[src/rtl/soc_gpio_pkg.sv]
// Shared definitions for the soc_gpio_pio GPIO controller.
//   - Word addresses of the Avalon-MM register map
//   - Edge capture mode encoding
//   - Helper that turns current/previous debounced levels into edge flags
package soc_gpio_pkg;

  localparam logic [2:0] ADDR_DATA_IN  = 3'd0;
  localparam logic [2:0] ADDR_DATA_OUT = 3'd1;
  localparam logic [2:0] ADDR_IRQ_MASK = 3'd2;
  localparam logic [2:0] ADDR_EDGE_CAP = 3'd3;
  localparam logic [2:0] ADDR_OUT_SET  = 3'd4;
  localparam logic [2:0] ADDR_OUT_CLR  = 3'd5;

  typedef enum logic [1:0] {
    EDGE_RISE = 2'd0,
    EDGE_FALL = 2'd1,
    EDGE_BOTH = 2'd2
  } edge_mode_e;

  // Works on a full 32-bit word so callers of any pin count can share it;
  // the caller truncates the result to its own width.
  function automatic logic [31:0] edge_select(input edge_mode_e mode,
                                              input logic [31:0] cur,
                                              input logic [31:0] prev);
    logic [31:0] result;
    case (mode)
      EDGE_RISE: result = cur & ~prev;
      EDGE_FALL: result = ~cur & prev;
      default:   result = cur ^ prev;
    endcase
    return result;
  endfunction

endpackage

[src/rtl/gpio_debounce.sv]
// Single-bit input conditioner: 2-flop synchroniser followed by a debouncer.
// Ports:
//   clk, rst : system clock, asynchronous active-high reset
//   pin      : raw asynchronous input
//   stable   : debounced level; follows pin only after it has differed from
//              the current stable value for DEBOUNCE_CYCLES consecutive clocks
module gpio_debounce
  import soc_gpio_pkg::*;
#(
  parameter int DEBOUNCE_CYCLES = 50000
) (
  input  logic clk,
  input  logic rst,
  input  logic pin,
  output logic stable
);

  localparam int CW = (DEBOUNCE_CYCLES > 1) ? $clog2(DEBOUNCE_CYCLES) : 1;
  localparam logic [CW-1:0] CNT_LAST = CW'(DEBOUNCE_CYCLES - 1);

  logic          meta;
  logic          sync;
  logic [CW-1:0] cnt;

  // Any cycle where the synchronised level agrees with stable restarts the
  // count, so a glitch shorter than DEBOUNCE_CYCLES never gets through.
  always_ff @(posedge clk or posedge rst) begin
    if (rst) begin
      meta   <= 1'b0;
      sync   <= 1'b0;
      cnt    <= '0;
      stable <= 1'b0;
    end else begin
      meta <= pin;
      sync <= meta;
      if (sync != stable) begin
        if (cnt == CNT_LAST) begin
          stable <= sync;
          cnt    <= '0;
        end else begin
          cnt <= cnt + 1'b1;
        end
      end else begin
        cnt <= '0;
      end
    end
  end

endmodule

[src/rtl/soc_gpio_pio.sv]
// Parametrised memory-mapped GPIO controller (32-bit Avalon-MM slave).
// Ports:
//   clk, rst              : system clock, asynchronous active-high reset
//   avs_address           : word address (see soc_gpio_pkg for the map)
//   avs_read / avs_write  : bus strobes, no wait states
//   avs_writedata         : write data
//   avs_readdata          : read data, valid with avs_readdatavalid
//   avs_readdatavalid     : pulses one clock after avs_read
//   irq                   : level interrupt, |(edge_cap & irq_mask), registered
//   gpio_in               : asynchronous input pins (debounced internally)
//   gpio_out              : output pins
module soc_gpio_pio
  import soc_gpio_pkg::*;
#(
  parameter int IN_W            = 8,
  parameter int OUT_W           = 8,
  parameter int DEBOUNCE_CYCLES = 50000,
  parameter int EDGE_MODE       = 0
) (
  input  logic             clk,
  input  logic             rst,
  input  logic [2:0]       avs_address,
  input  logic             avs_read,
  input  logic             avs_write,
  input  logic [31:0]      avs_writedata,
  output logic [31:0]      avs_readdata,
  output logic             avs_readdatavalid,
  output logic             irq,
  input  logic [IN_W-1:0]  gpio_in,
  output logic [OUT_W-1:0] gpio_out
);

  localparam edge_mode_e MODE = edge_mode_e'(EDGE_MODE);

  logic [IN_W-1:0]  stable;
  logic [IN_W-1:0]  stable_q;
  logic [IN_W-1:0]  edges;
  logic [IN_W-1:0]  edge_cap;
  logic [IN_W-1:0]  edge_clr;
  logic [IN_W-1:0]  irq_mask;
  logic [IN_W-1:0]  wdata_in;
  logic [OUT_W-1:0] wdata_out;
  logic [31:0]      rdata;
  logic             unused_wdata;

  // Bits above IN_W/OUT_W are simply dropped.
  assign wdata_in     = avs_writedata[IN_W-1:0];
  assign wdata_out    = avs_writedata[OUT_W-1:0];
  assign unused_wdata = ^avs_writedata;

  genvar gi;
  generate
    for (gi = 0; gi < IN_W; gi++) begin : g_in
      gpio_debounce #(
        .DEBOUNCE_CYCLES(DEBOUNCE_CYCLES)
      ) u_debounce (
        .clk   (clk),
        .rst   (rst),
        .pin   (gpio_in[gi]),
        .stable(stable[gi])
      );
    end
  endgenerate

  // stable_q resets to the same value as stable, so leaving reset never
  // looks like an edge.
  always_comb begin
    edges    = IN_W'(edge_select(MODE, 32'(stable), 32'(stable_q)));
    edge_clr = (avs_write && avs_address == ADDR_EDGE_CAP) ? wdata_in : '0;
  end

  // Register file. A W1C and a new edge on the same bit resolve to set
  // because the new edges are OR-ed in after the clear mask is applied.
  always_ff @(posedge clk or posedge rst) begin
    if (rst) begin
      stable_q <= '0;
      edge_cap <= '0;
      irq_mask <= '0;
      gpio_out <= '0;
      irq      <= 1'b0;
    end else begin
      stable_q <= stable;
      edge_cap <= (edge_cap & ~edge_clr) | edges;
      irq      <= |(edge_cap & irq_mask);
      if (avs_write) begin
        case (avs_address)
          ADDR_DATA_OUT: gpio_out <= wdata_out;
          ADDR_IRQ_MASK: irq_mask <= wdata_in;
          ADDR_OUT_SET:  gpio_out <= gpio_out | wdata_out;
          ADDR_OUT_CLR:  gpio_out <= gpio_out & ~wdata_out;
          default: ;
        endcase
      end
    end
  end

  // Read mux sees register values before any same-cycle write lands.
  always_comb begin
    rdata = '0;
    case (avs_address)
      ADDR_DATA_IN:  rdata[IN_W-1:0]  = stable;
      ADDR_DATA_OUT: rdata[OUT_W-1:0] = gpio_out;
      ADDR_IRQ_MASK: rdata[IN_W-1:0]  = irq_mask;
      ADDR_EDGE_CAP: rdata[IN_W-1:0]  = edge_cap;
      default: ;
    endcase
  end

  // Fixed one-cycle read latency; readdata holds between reads.
  always_ff @(posedge clk or posedge rst) begin
    if (rst) begin
      avs_readdata      <= '0;
      avs_readdatavalid <= 1'b0;
    end else begin
      avs_readdatavalid <= avs_read;
      if (avs_read) begin
        avs_readdata <= rdata;
      end
    end
  end

endmodule

[config.mk]
export PLATFORM = sky130hd
export DESIGN_NAME = soc_gpio_pio
export DESIGN_NICKNAME = d
export VERILOG_FILES = /design/src/rtl/soc_gpio_pkg.sv /design/src/rtl/gpio_debounce.sv /design/src/rtl/soc_gpio_pio.sv
export SDC_FILE = /design/constraint.sdc
export NUM_CORES = 1
export LEC_CHECK = 0
export ABC_AREA = 0
export BUFFER_PORTS_ARGS = -buffer_cell sky130_fd_sc_hd__buf_2
export CORE_MARGIN = 8
export CORE_UTILIZATION = 35
export DETAILED_ROUTE_END_ITERATION = 7
export MAX_ROUTING_LAYER = met4
export PLACE_DENSITY = 0.54
export SETUP_SLACK_MARGIN = 0.02
export SYNTH_ARGS = -nofsm -noshare
export SYNTH_HDL_FRONTEND = slang
export SYNTH_SLANG_ARGS = --single-unit
[constraint.sdc]
create_clock -name clk -period 7.69 [get_ports clk]
set_input_delay 1.9225 -clock clk [delete_from_list [all_inputs] [get_ports clk]]
set_output_delay 1.9225 -clock clk [all_outputs]
set_load 0.03 [all_outputs]
==> impl_metrics.ini <==
[clock_network]
cts_resized = 0
clock-sinks = 194
cts_tree = done
root_buffer = clkbuf_16
cts_setup_buffers = 0
ctsHtreeMaxLevel = 4
clock_path_buffers = 2
cts.clk_slew.worst_paths_ns = 0.07
postCtsHoldBufs = 0
cts_buffers = 17
clkLatencyLatePin_ns = 0.43

[layout]
utilization_pct = 40.0
design_area_mm2 = 0.0101
drive_gt1_share_pct = 11.9
fill_cells = 2484
final_cell_mix = dfrtp_1, nor2_1, xnor2_1
stdcell_count = 1242
multiInputGateArea_mm2 = 0.00377
layout_commonest_cell = dfrtp_1
nNetsFinal = 948
syn_to_final_growth_pct = 12.2
final-seq-area_mm2 = 0.00485

[floorplanning]
die_x_um = 176
num_rows = 58
core_area_mm2 = 0.0252
start_util_pct = 35.7
die_h_um = 176
die_area_mm2 = 0.0310
ioPinCount = 89

[yosys]
synth-edff-count = 0
ys_types = 44
netlist.area_leader.share_pct = 54.1
synth_seq_area_share_pct = 54.1
netlist.top_cell.by_area = dfrtp_1
synthCells = 849
synth_flop_cell = dfrtp_1
syn_area_per_cell_um2 = 10.6
synth-seq-cells = 194
yosys_warnings = 0
synth_area_leaders = dfrtp_1, xnor2_1, nor2_1
synth_async_sr_flop_share_pct = 100
syn-cell-area_mm2 = 0.00898

[drt]
drt_iter0_markers = 341
ant_nets = 0
drt_pass1_iterations = 4
drc = 0
vias = 5883
wire_per_inst_um = 14.2
viasPerCell = 4.74
totalWireLength_mm = 17.6

[sta]
period_share_pct = 41.1
maxSlewViolCount = 0
grt_setup_unrepaired = no
hold_violations = 0
worst_pin_slew_ns = 0.962
relSlewSlack_pct = 34.9
setup_violations = 0
fin_crit_ns = 3.16
fin_tns_setup_ns = 0
max_clock_freq_mhz = 316
final.setup_skew_ns = 0.0103

[global_routing]
grt.total_usage_pct = 12.1
grt_overflow = 0
grt_pass1_vias = 5792
grt_max_degree = 129
grt_pass1_wl_mm = 30.0
antenna_found_initial = 6

[place]
hpwlAfterDp_mm = 12.0
gp_congestion = 0.806
post_dp_cell_area_mm2 = 0.00945
place_inst = 1204
portBuffers = 40

[critical_path]
critPathMaxFanout = 12
crit_path_top_delay_cell = nor4bb_2
path_class = input port to register
rr_worst_depth = 3
worst-path-buf-inv = 1
path_delay_family = simple AND/OR/NAND/NOR gates
max_stage_delay_ns = 0.84
path_cells = buf_2 > nor4bb_2 > mux2_2
r2r_end = g_in[1].u_debounce.stable$_DFFE_PP0P_
cp_data_arrival_time_ns = 3.47
r2r-start = g_in[1].u_debounce.cnt[10]$_DFF_PP0_
endpoint_kind = register
required_ns = 8.00
startpoint_type = input port
rrSetupSlack_ns = 5.72

[power]
p_per_area_mw_per_mm2 = 219
p_leak_nw = 4.19
max-vdd-ir-drop_mv = 0.109
p_total_mw = 2.21

[hold_path]
hold_path.class = register to register
holdCritStartpoint = g_in[7].u_debounce.meta$_DFF_PP0_
min_to = g_in[7].u_debounce.sync$_DFF_PP0_
worstHoldPathCells = 0

[outcome]
status = complete, no violations

[flow_run]
drv_cap = 0
flip-flops by register name, summed over array words and instances, names as in the netlist:
name / cells
stable_q: 8
edge_cap: 8
gpio_out: 8
irq: 1
avs_readdatavalid: 1
irq_mask: 8
g_in.u_debounce.meta: 8
avs_readdata: 8
g_in.u_debounce.sync: 8
g_in.u_debounce.stable: 8
g_in.u_debounce.cnt: 128
power by group:
part	internal, mW	switching (mW)	leakage, nW
Sequential	1.07	0.0420	2.61
Clock	0.515	0.396	0.301
Combinational	0.0634	0.126	1.28
worst register-to-register path: cells and delay by family (launching register included):
family | cells | cell delay, ns
AND/OR/NAND/NOR | 2 | 1.10
multiplexers | 1 | 0.31
flip-flops | 1 | 0.44
how the worst max path moves through the flow:
stage,start,endpoint,slack [ns],depth (start not counted)
global route,rst,edge_cap[0]$_DFF_PP0_,4.23,3
finish,avs_address[1],irq_mask[5]$_DFFE_PP0P_,4.53,3
CTS,rst,stable_q[0]$_DFF_PP0_,4.46,3
global placement,rst,stable_q[0]$_DFF_PP0_,3.99,3
floorplan,rst,avs_readdata[0]$_DFFE_PP0P_,0.48,1
detailed placement,rst,gpio_out[0]$_DFFE_PP0P_,4.01,3
routing by layer:
layer,up-vias,wire (µm),GRT usage [%]
met1,2828,8960,16.6
met3,14,804,3.12
met5,-,0,-
met4,0,210,3.71
met2,66,7670,17.4
li1,2975,-,-
final cells by class:
type / instances / share of cell area (%)
diodes: 6 / 0.149
clock buffers: 21 / 4.67
clock inverters: 11 / 1.40
inverters: 49 / 1.90
multi-input cells: 588 / 37.4
flip-flops and latches: 194 / 48.2
well taps: 330 / 4.10
repair buffers: 43 / 2.21
synthesized netlist by cell type, drive strengths merged (16+ instances only):
cell type and count:
nand4 38, buf 31, nor4 29, xor2 28, dfrtp 194, nand3 45
o21ai 16, nor3 29, nand2 44, nor2 130, xnor2 89, mux2 16
inv 49
per-stage QoR:
stage	setup slack [ns]	hold slack, ns
finish	4.53	0.350
floorplan	0.484	0.331
CTS	4.46	0.353
global route	4.23	0.356
detailed placement	4.01	0.336
global placement	3.99	0.333
cell families (layout without fill, tap and decap cells):
| kind of cell | count (synthesis) | after routing | synth area share [%] |
|---|---|---|---|
| and+or+nand+nor | 370 | 370 | 21.1 |
| DFF | 194 | 194 | 54.1 |
| xor gates and xnor gates | 117 | 117 | 11.4 |
| buffers and inverters | 90 | 124 | 4.97 |
| AOI/OAI and AO/OA | 45 | 45 | 3.30 |
| muxes | 24 | 24 | 4.05 |
| adders and majority gates | 8 | 8 | 1.11 |
| other | 1 | 30 | 0.0418 |
Power figures use the tool's default switching activity.
